<file path="src/rtl/dcache_frame.sv">
`default_nettype none
// +--------------------------------------------------------------------------+
// | Module      : dcache_frame                                               |
// | Description : One data-cache frame: a WORDS-word line with tag, valid,   |
// |               dirty and recently-used state, plus word-serial refill and |
// |               writeback sequencers, CPU store merge and invalidate.      |
// | Options     : DCACHE_FRAME_BYTE_WRITE_EN - store hits honour cpu_be      |
// |               (otherwise full-word stores, cpu_be ignored).              |
// | Ports       : CLK/nRST (async active-low reset)                          |
// |               rd_off/rd_data       - combinational word read            |
// |               tag_out/valid/dirty/ru/busy - line and sequencer state     |
// |               cpu_wen/off/wdata/be - store hit                           |
// |               ru_wen/ru_in         - RU update                           |
// |               fill_*               - refill request and word stream      |
// |               wb_*                 - writeback request and word stream   |
// |               inv                  - coherence invalidate                |
// | Revision    : 1.0 - initial release                                      |
// +--------------------------------------------------------------------------+
module dcache_frame #(
   parameter int         WORDS  = 2,
   parameter int         TAG_W  = 26,
   parameter logic       RU_RST = 1'b0,
   localparam int        OFF_W  = $clog2(WORDS)
) (
   input  logic             CLK,
   input  logic             nRST,
   input  logic [OFF_W-1:0] rd_off,
   output logic [31:0]      rd_data,
   output logic [TAG_W-1:0] tag_out,
   output logic             valid,
   output logic             dirty,
   output logic             ru,
   output logic             busy,
   input  logic             cpu_wen,
   input  logic [OFF_W-1:0] cpu_off,
   input  logic [31:0]      cpu_wdata,
   input  logic [3:0]       cpu_be,
   input  logic             ru_wen,
   input  logic             ru_in,
   input  logic             fill_start,
   input  logic [TAG_W-1:0] fill_tag,
   input  logic             fill_valid,
   input  logic [31:0]      fill_data,
   output logic             fill_ready,
   output logic             fill_done,
   input  logic             wb_start,
   output logic             wb_valid,
   output logic [31:0]      wb_data,
   input  logic             wb_ready,
   output logic             wb_done,
   input  logic             inv
);

   typedef enum logic [1:0] {
      ST_IDLE = 2'd0,
      ST_FILL = 2'd1,
      ST_WB   = 2'd2
   } state_t;

   localparam logic [OFF_W-1:0] C_LAST = OFF_W'(WORDS - 1);
   localparam logic [OFF_W-1:0] C_ONE  = OFF_W'(1);

   state_t             state_q, state_d;
   logic [OFF_W-1:0]   cnt_q, cnt_d;
   logic               valid_q, valid_d;
   logic               dirty_q, dirty_d;
   logic               ru_q, ru_d;
   logic [TAG_W-1:0]   tag_q, tag_d;
   logic [TAG_W-1:0]   ptag_q, ptag_d;
   logic               fill_done_q, fill_done_d;
   logic               wb_done_q, wb_done_d;
   logic [31:0]        data_q [WORDS];
   logic [31:0]        data_d [WORDS];

`ifndef DCACHE_FRAME_BYTE_WRITE_EN
   // Byte enables have no effect in full-word store builds.
   logic unused_be;
   assign unused_be = ^cpu_be;
`endif

   always_comb begin
      state_d     = state_q;
      cnt_d       = cnt_q;
      valid_d     = valid_q;
      dirty_d     = dirty_q;
      ru_d        = ru_q;
      tag_d       = tag_q;
      ptag_d      = ptag_q;
      fill_done_d = 1'b0;
      wb_done_d   = 1'b0;
      data_d      = data_q;

      // RU is independent of the sequencer, and is written even alongside inv.
      if (ru_wen) begin
         ru_d = ru_in;
      end

      if (inv) begin
         // Invalidate overrides everything; tag and data stay as they were.
         state_d = ST_IDLE;
         cnt_d   = '0;
         valid_d = 1'b0;
         dirty_d = 1'b0;
      end else begin
         case (state_q)
            ST_IDLE: begin
               if (wb_start) begin
                  // wb_start wins over fill_start; a clean line just acks.
                  if (valid_q && dirty_q) begin
                     state_d = ST_WB;
                     cnt_d   = '0;
                  end else begin
                     wb_done_d = 1'b1;
                  end
               end else if (fill_start) begin
                  state_d = ST_FILL;
                  cnt_d   = '0;
                  ptag_d  = fill_tag;
                  valid_d = 1'b0;
                  dirty_d = 1'b0;
               end else if (cpu_wen && valid_q) begin
`ifdef DCACHE_FRAME_BYTE_WRITE_EN
                  for (int b = 0; b < 4; b++) begin
                     if (cpu_be[b]) begin
                        data_d[cpu_off][8*b +: 8] = cpu_wdata[8*b +: 8];
                     end
                  end
                  dirty_d = dirty_q | (|cpu_be);
`else
                  data_d[cpu_off] = cpu_wdata;
                  dirty_d         = 1'b1;
`endif
               end
            end

            ST_FILL: begin
               if (fill_valid) begin
                  data_d[cnt_q] = fill_data;
                  if (cnt_q == C_LAST) begin
                     state_d     = ST_IDLE;
                     cnt_d       = '0;
                     tag_d       = ptag_q;
                     valid_d     = 1'b1;
                     dirty_d     = 1'b0;
                     fill_done_d = 1'b1;
                  end else begin
                     cnt_d = cnt_q + C_ONE;
                  end
               end
            end

            ST_WB: begin
               if (wb_ready) begin
                  if (cnt_q == C_LAST) begin
                     state_d   = ST_IDLE;
                     cnt_d     = '0;
                     dirty_d   = 1'b0;
                     wb_done_d = 1'b1;
                  end else begin
                     cnt_d = cnt_q + C_ONE;
                  end
               end
            end

            default: begin
               state_d = ST_IDLE;
               cnt_d   = '0;
            end
         endcase
      end
   end

   always_ff @(posedge CLK or negedge nRST) begin
      if (!nRST) begin
         state_q     <= ST_IDLE;
         cnt_q       <= '0;
         valid_q     <= 1'b0;
         dirty_q     <= 1'b0;
         ru_q        <= RU_RST;
         tag_q       <= '0;
         ptag_q      <= '0;
         fill_done_q <= 1'b0;
         wb_done_q   <= 1'b0;
      end else begin
         state_q     <= state_d;
         cnt_q       <= cnt_d;
         valid_q     <= valid_d;
         dirty_q     <= dirty_d;
         ru_q        <= ru_d;
         tag_q       <= tag_d;
         ptag_q      <= ptag_d;
         fill_done_q <= fill_done_d;
         wb_done_q   <= wb_done_d;
      end
   end

   // Line data carries no reset; it is meaningless until a refill lands.
   always_ff @(posedge CLK) begin
      data_q <= data_d;
   end

   assign rd_data    = data_q[rd_off];
   assign wb_data    = data_q[cnt_q];
   assign tag_out    = tag_q;
   assign valid      = valid_q;
   assign dirty      = dirty_q;
   assign ru         = ru_q;
   assign busy       = (state_q != ST_IDLE);
   assign fill_ready = (state_q == ST_FILL);
   assign wb_valid   = (state_q == ST_WB);
   assign fill_done  = fill_done_q;
   assign wb_done    = wb_done_q;

endmodule
`default_nettype wire
</file>
<file path="config.mk">
export PLATFORM = sky130hd
export DESIGN_NAME = dcache_frame
export DESIGN_NICKNAME = d
export VERILOG_FILES = /design/src/rtl/dcache_frame.sv
export SDC_FILE = /design/constraint.sdc
export NUM_CORES = 1
export LEC_CHECK = 0
export CORE_ASPECT_RATIO = 0.8
export CORE_MARGIN = 2
export CORE_UTILIZATION = 35
export DETAILED_ROUTE_END_ITERATION = 10
export PLACE_DENSITY = 0.73
export RECOVER_POWER = 50
export SLEW_MARGIN = 40
export SYNTH_ARGS = -nofsm -noshare
export SYNTH_HDL_FRONTEND = slang
export SYNTH_SLANG_ARGS = --single-unit
</file>
<file path="constraint.sdc">
create_clock -name CLK -period 4.15 [get_ports CLK]
set_input_delay 0.415 -clock CLK [delete_from_list [all_inputs] [get_ports CLK]]
set_output_delay 0.415 -clock CLK [all_outputs]
set_load 0.02 [all_outputs]
</file>
Word level (Yosys, flattened, before mapping)
Index checks and enable logic that the tools add are counted.
{"block": "classes", "magnitude_cmp": 5, "shift": 0, "muxes": 55, "eq_ne": 14, "div": 0, "bitwise_logic": 5, "add_sub_neg": 1, "n_mul": 0, "n_reduce_logical": 15}
{"operator": "$mux 32", "n": 8}
{"operator": "$mux 64", "n": 4}
{"operator": "$bwmux 64", "n": 2}
{"operator": "$pmux 64 s2", "n": 1}
{"operator": "$demux 32 s1", "n": 2}
{"operator": "$mux 1", "n": 26}
{"operator": "$mux 2", "n": 7}
{"operator": "$ne 4x4->1 const B", "n": 3}
{"operator": "$reduce_and 4->1", "n": 3}
{"operator": "$reduce_and 5->1", "n": 2}
{"operator": "$ne 2x2->1 const B", "n": 4}
{"operator": "$ge 2x2->1 const B", "n": 3}
{"operator": "$ne 3x1->1 const B", "n": 2}
{"operator": "$ne 3x3->1 const B", "n": 2}
{"operator": "$not 1->2", "n": 3}
{"operator": "$pmux 1 s3", "n": 2}
{"operator": "$pmux 2 s3", "n": 1}
{"operator": "$reduce_and 6->1", "n": 1}
{"operator": "$logic_and 1x1->1", "n": 4}
{"operator": "$lt 2x1->1 const B", "n": 2}
{"operator": "$pmux 1 s2", "n": 2}
{"operator": "$reduce_bool 2->1", "n": 2}
{"operator": "$reduce_bool 4->1", "n": 1}
{"operator": "$ne 3x2->1 const B", "n": 1}
{"operator": "6 further kinds", "n": 7}
{"block": "word_totals", "mem_count": 0, "latch_bits": 0, "elab_cells": 106, "rom_bits": 0, "output_inout_bits": 98, "ram_bits": 0, "regBits": 124}

Longest topological paths before layout
Gate-level depths: netlist of run 1.
{"block": "logic_depth", "word_depth": 10, "depth_mapped": 7, "mapped_depth_nobuf": 6}

Least setup slack after synthesis of run 1
No wires, ideal clock.
{"block": "synth_timing", "path_type": "register to register", "start": "register state_q[1]", "end": "register data_q[0] in the netlist's numbering, enable pin", "synth_period_minus_slack_ps": 3339, "path_stages_with_launch": 8, "arrival_time_ps": 2907, "setup_time_ps": 432, "required_ps": 3718, "slack_ps": 811, "path_cell_list": "dfrtp_1 inv_1 ha_1 clkbuf_1 mux2i_1 nor2_1 nand3_1 a21oi_1"}
{"block": "synth_via", "elab_chain_len": 3}
{"item": "start: declaration", "line": "63", "rtl": "state_t state_q, state_d;"}
{"item": "start signal: assignment", "line": "185", "rtl": "state_q <= state_d;"}
{"item": "$eq 2x1->1 (*)"}
{"item": "via fill_ready", "line": "44", "rtl": "output logic fill_ready,"}
{"item": "$ne 2x2->1 (no line) / $reduce_bool 2->1 (equally long branches)"}
{"item": "$reduce_and 6->1 (no line) (*)"}
{"item": "end signal: assignment", "line": "199", "rtl": "data_q <= data_d;"}
{"item": "end: declaration", "line": "72", "rtl": "logic [31:0] data_q [WORDS];"}
Mark *: on every way through the listed nets, which the timed path passes. The rest lies on a longest branch.
A chain may end at the register's enable or synchronous reset.

Final worst setup path of run 1
{"block": "layout_timing", "start": "register cnt_q", "end": "register tag_q[8], in the netlist tag_out[8]"}
{"block": "layout_via", "elab_chain_len": 1}
{"item": "start: declaration", "line": "64", "rtl": "logic [OFF_W-1:0] cnt_q, cnt_d;"}
{"item": "start signal: assignment", "line": "186", "rtl": "cnt_q <= cnt_d;"}
{"item": "$reduce_and 4->1 (no line)"}
{"item": "end signal: assignment", "line": "190", "rtl": "tag_q <= tag_d;"}
{"item": "end: declaration", "line": "68", "rtl": "logic [TAG_W-1:0] tag_q, tag_d;"}
No other way between the ends.

==> impl_metrics.toml, run 1 <==
[run_status]
status = "finished with violations"
violations = "max-capacitance violations, max-slew violations"

[sta]
slew_headroom_pct = -11.7
holdWs_ns = 0.362
tightest_slew_ns = 1.68
setup_violations = 0
finalHoldViolCount = 0
fin_tns_setup_ns = 0
skew_ns = 0.00999
min_period_ns = 2.94
period_share_pct = 70.9
rsz0062_at_grt = "false"
final_max_slew_viol_count = 147
fmax_mhz = 340

[grt]
antenna_found_initial = 0
grt_pass1_vias = 4504
grt_use_total_pct = 18.2
grt_max_degree = 42
grt_first_pass_wirelength_mm = 24.7
grt_remaining_overflow = 0

[power]
max-vdd-ir-drop_mv = 0.298
powerDensity_nw_per_um2 = 589
leakagePower_nw = 3.44

[clock_network]
clock_path_buffers = 2
numClockSinks = 124
cts_resized = 0
cts-root-buf = "clkbuf_16"
clk_latency_ns = 0.41
clkTransAtPathRegs_ns = 0.05
tritoncts = "done"
postCtsSetupBuffers = 0
htreeDepth = 4
hold_buffers = 0
numCtsBuffers = 17

[floorplan]
dieArea_um2 = 17900
die_w_um = 149
initial_core_util_pct = 35.6
die_h_um = 120
rows = 42
core_area_um2 = 16500
ioPinCount = 204

[route]
vias = 4187
dr.pass1.iters = 4
vias_per_cell = 5.08
drc = 0
ant_nets = 0
drtIter0Drc = 177
drt-total-wl_mm = 16.0
post_drt_wl_per_cell_um = 19.4

[critical_path]
critPathTopFamily = "simple AND/OR/NAND/NOR gates"
cp-start-kind = "flip-flop"
required_ns = 4.43
path_cells = "nand4_1, mux2_2"
max_stage_delay_ns = 1.27
cp.arrival_ns = 3.22
worst-path-stages = 2
cp_max_fo = 41
path_class = "flip-flop to flip-flop"
reg2reg_depth = 2
cp.buffers_inverters = 0
cp_slowest_cell = "nand4_1"
endpoint_kind = "flip-flop"

[cells_and_area]
fillers = 1400
postLayoutCellArea_um2 = 8680
final_nets = 702
drive_gt1_share_pct = 25.5
area_delta_synth_final_pct = 47.6
n_antenna_cell = 0

[placement]
place_area_um2 = 8090
portBuffers = 199
place.gp.congestion = 0.798
place_hpwl_mm = 10.6

[synthesis]
synth.top_cell.area_share_pct = 32.7
yosysWarnings = 0
synth_area_leaders = "edfxtp_1, dfrtp_1, mux2_2"
avgSynthCellArea_um2 = 15.0
yosys.area.top_type = "edfxtp_1"
ys.flop_type = "edfxtp_1"
yosysMostFrequentCell = "mux2_2"
yosys-top-cells-count = "mux2_2, edfxtp_1, a22o_1"
synthArstFlopShare_pct = 48.4
synth_cells = 392
synth-edff-count = 64
ys_types = 43
syn_nets = 503
synth_seq_cells = 124
syn-cell-area_um2 = 5880
ys_seq_area_share_pct = 58.2

[flow_run]
drv_cap = 5

[worst_hold_path]
hold_path.class = "input port to asynchronous set/reset pin"
[cell families after synthesis]
logic type                 after synthesis  synth area share [%]
DFF                                    124                  58.2
muxes                                  119                  22.8
AOI/OAI and AO/OA                       81                  11.8
buffers and inverters                   35                  2.83
and+or+nand+nor                         28                  3.28
adders and majority gates                5                  1.06
[power breakdown]
part	internal (W)	leakage (nW)	switching [W]
logic	0.000889	1.76	0.000821
clock network	0.00108	0.316	0.000507
registers	0.00162	1.36	0.000198
total	0.00359	3.44	0.00153
[cell usage in the layout, fill, tap and decap left out, drive strengths merged, types with 2 or more instances in the layout]
cell type and count:
dfrtp 60, a211oi 3, bufinv 2, dlygate4sd3 32, a21oi 4, mux2 117, ha 5, nand2 6
a22o 62, nor2 4, mux2i 2, clkdlybuf4s50 166, clkbuf 34, and2 2, inv 8, edfxtp 64
o21ai 2, buf 5, nor2b 5, nand2b 2
[metal layers]
metal	GRT usage [%]	share of wire, %
met5	0	0
met4	6.49	1.5
met3	7.98	12
met2	29.5	47
met1	21.5	39
[layout make-up]
class | count | area (um2) | area share, %
Tap cell | 220 | 275 | 3.17
Multi-Input combinational cell | 233 | 2260 | 26.1
Inverter | 8 | 30.0 | 0.346
Clock buffer | 30 | 589 | 6.79
Timing Repair Buffer | 207 | 2030 | 23.4
Clock inverter | 2 | 60.1 | 0.692
Sequential cell | 124 | 3430 | 39.5
[stage by stage]
stage | setup slack, ns | power (W) | cells | util, %
floorplan | 0.811 | 0.00284 | 392 | -
global placement | 1.46 | 0.00355 | 792 | 49.0
detailed placement | 1.47 | 0.00362 | 792 | 49.0
CTS | 1.45 | 0.00523 | 824 | 52.9
global route | 0.921 | 0.00536 | 824 | 52.6
finish | 1.21 | 0.00511 | 824 | 52.6
[worst paths after layout]
path	start	end	slack (ns)
max	cnt_q	tag_out[8]	1.21
max in group asynchronous	nRST	cnt_q	2.58
min	nRST	tag_out[17]	0.36
min reg2reg	ptag_q[6]	ptag_q[6]	0.49
min in group CLK	ptag_q[6]	ptag_q[6]	0.49
max reg2reg	cnt_q	tag_out[8]	1.21
[sequential cells by signal, summed over array words and instances, names as in the netlist]
register,flops
wb_done,1
fill_done,1
ru,1
ptag_q,26
dirty,1
cnt_q,1
tag_out,26
valid,1
data_q,64
state_q,2
Note: power is estimated with default switching activity, not from simulation.
==> run 2: changes to the inputs <==
clock period = 2.8 ns   (was 4.15 ns; I/O delays follow)
==> impl_metrics.toml, run 2 (same netlist as run 1, synthesis figures left out) <==
[run_status]
status = "finished with violations"
violations = "max-capacitance violations, max-slew violations"

[critical_path]
cp-start-kind = "flip-flop"
r2r-end = "data_q[31]"
endpoint_kind = "flip-flop"
cp_max_fo = 16
cp-endpoint = "data_q[31]"
cp-startpoint = "state_q[1]"
r2r_slack_ns = 0.22
reg2reg_depth = 6
path_class = "flip-flop to flip-flop"
cp.arrival_ns = 2.86
rr_startpoint = "state_q[1]"
required_ns = 3.08

[route]
drc = 0
post_drt_wl_per_cell_um = 18.8
ant_nets = 0
drtIter0Drc = 147
vias = 4232
drt-total-wl_mm = 15.6
dr.pass1.iters = 6
vias_per_cell = 5.10

[sta]
finalHoldViolCount = 0
rsz0062_at_grt = "false"
tightest_slew_ns = 1.66
skew_ns = 0.00568
setup_violations = 0
fin_tns_setup_ns = 0
period_share_pct = 92.2
min_period_ns = 2.58
slew_headroom_pct = -10.7
final_max_slew_viol_count = 29
fmax_mhz = 387
holdWs_ns = 0.461

[floorplan]
die_h_um = 120
core_area_um2 = 16500
dieArea_um2 = 17900
ioPinCount = 204
initial_core_util_pct = 35.6
die_w_um = 149
rows = 42

[grt]
grt_use_total_pct = 17.7
antenna_found_initial = 0
grt_pass1_vias = 4454
grt_first_pass_wirelength_mm = 24.1
grt_max_degree = 33
grt_remaining_overflow = 0

[cells_and_area]
final_nets = 707
largest_reg_flops = 64
n_antenna_cell = 0
drive_gt1_share_pct = 27.4
final_common_cell = "clkdlybuf4s50_1"
top_register = "data_q"
postLayoutCellArea_um2 = 8700
area_delta_synth_final_pct = 48.0
mostFrequentLayoutCells = "clkdlybuf4s50_1, mux2_2, dlygate4sd3_1"

[clock_network]
tritoncts = "done"
postCtsSetupBuffers = 0
clkTransAtPathRegs_ns = 0.06
htreeDepth = 4
clock_path_buffers = 2
cts-root-buf = "clkbuf_16"
numClockSinks = 124
numCtsBuffers = 17
clk_latency_ns = 0.41

[power]
max-vdd-ir-drop_mv = 0.652
leakagePower_nw = 3.49
powerDensity_nw_per_um2 = 834

[worst_hold_path]
min_path_cells = 2
hold_path.class = "input port to flip-flop"

[placement]
portBuffers = 199
place_area_um2 = 8180
place.gp.congestion = 0.903
place_hpwl_mm = 10.8

[flow_run]
drv_cap = 1
run 2: cell types whose count changed in the layout (fill, tap and decap cells not counted), moves of 4 or more:
cell,previous run,this run
buf_12,0,4
inv_4,0,4
dlygate4sd3_1,32,65
clkdlybuf4s50_1,166,133
clkbuf_1,10,4
run 2: worst max-delay path: stages (launching register included):
cell      delay (ns)
dfrtp_1         0.41
inv_1           0.13
ha_1            0.21
clkbuf_1        0.40
and2_1          0.75
buf_4           0.38
a22o_1          0.17
run 2: report_power, final:
part           switching, W  leakage, nW  total (W)  internal [W]
Combinational       0.00125         1.85    0.00260       0.00135
Sequential         0.000255         1.36    0.00265       0.00240
Clock              0.000815        0.275    0.00200       0.00119
run 2: how the worst min path moves through the flow:
stage / start / end / slack (ns)
2_1_floorplan: nRST / cnt_q / -0.02
3_3_place_gp: nRST / ptag_q[17] / 0.34
3_5_place_dp: nRST / ptag_q[21] / 0.36
4_1_cts: fill_tag[24] / ptag_q[24] / 0.44
5_1_grt: fill_tag[22] / ptag_q[22] / 0.46
6_report: fill_tag[24] / ptag_q[24] / 0.46
run 2: repair_timing:
action | in CTS | in global routing
resized for setup | 0 | 1
hold buffers | 1 | 0
endpoints found under the hold margin | 28 | 0
endpoints found under the setup margin | 0 | 10
run 2: final cells by class:
class                   count  area [um2]
fillers                  1386        7800
well taps                 220         275
clock buffers              20         458
clock inverters            12        83.8
multi-input cells         233        2290
repair buffers            212        2130
flip-flops and latches    124        3430
inverters                   8        30.0
run 2: routing by layer:
| layer | up-vias | wire, um | part of all wire (%) | track usage (%) |
|---|---|---|---|---|
| met5 | - | 0 | 0 | 0 |
| met4 | 0 | 264 | 1.7 | 6.67 |
| met2 | 169 | 7220 | 46 | 27.9 |
| li1 | 1934 | - | - | - |
| met3 | 21 | 1600 | 10 | 7.64 |
| met1 | 2108 | 6530 | 42 | 21.5 |
run 2: metrics by stage:
step	util, %	cells	setup WS (ns)	power, W
final	52.7	829	0.219	0.00726
after global placement	49.5	795	0.328	0.00533
after detailed placement	49.6	796	0.271	0.00541
after global routing	52.7	829	0.0929	0.00762
after floorplan	-	392	0.169	0.00421
after CTS	52.9	829	0.0314	0.00746
==> run 3: changes to the inputs <==
ABC_AREA = 0   (was unset)
==> results of run 3 <==
No change in the layout: final DEF, timing and power equal those of run 2.
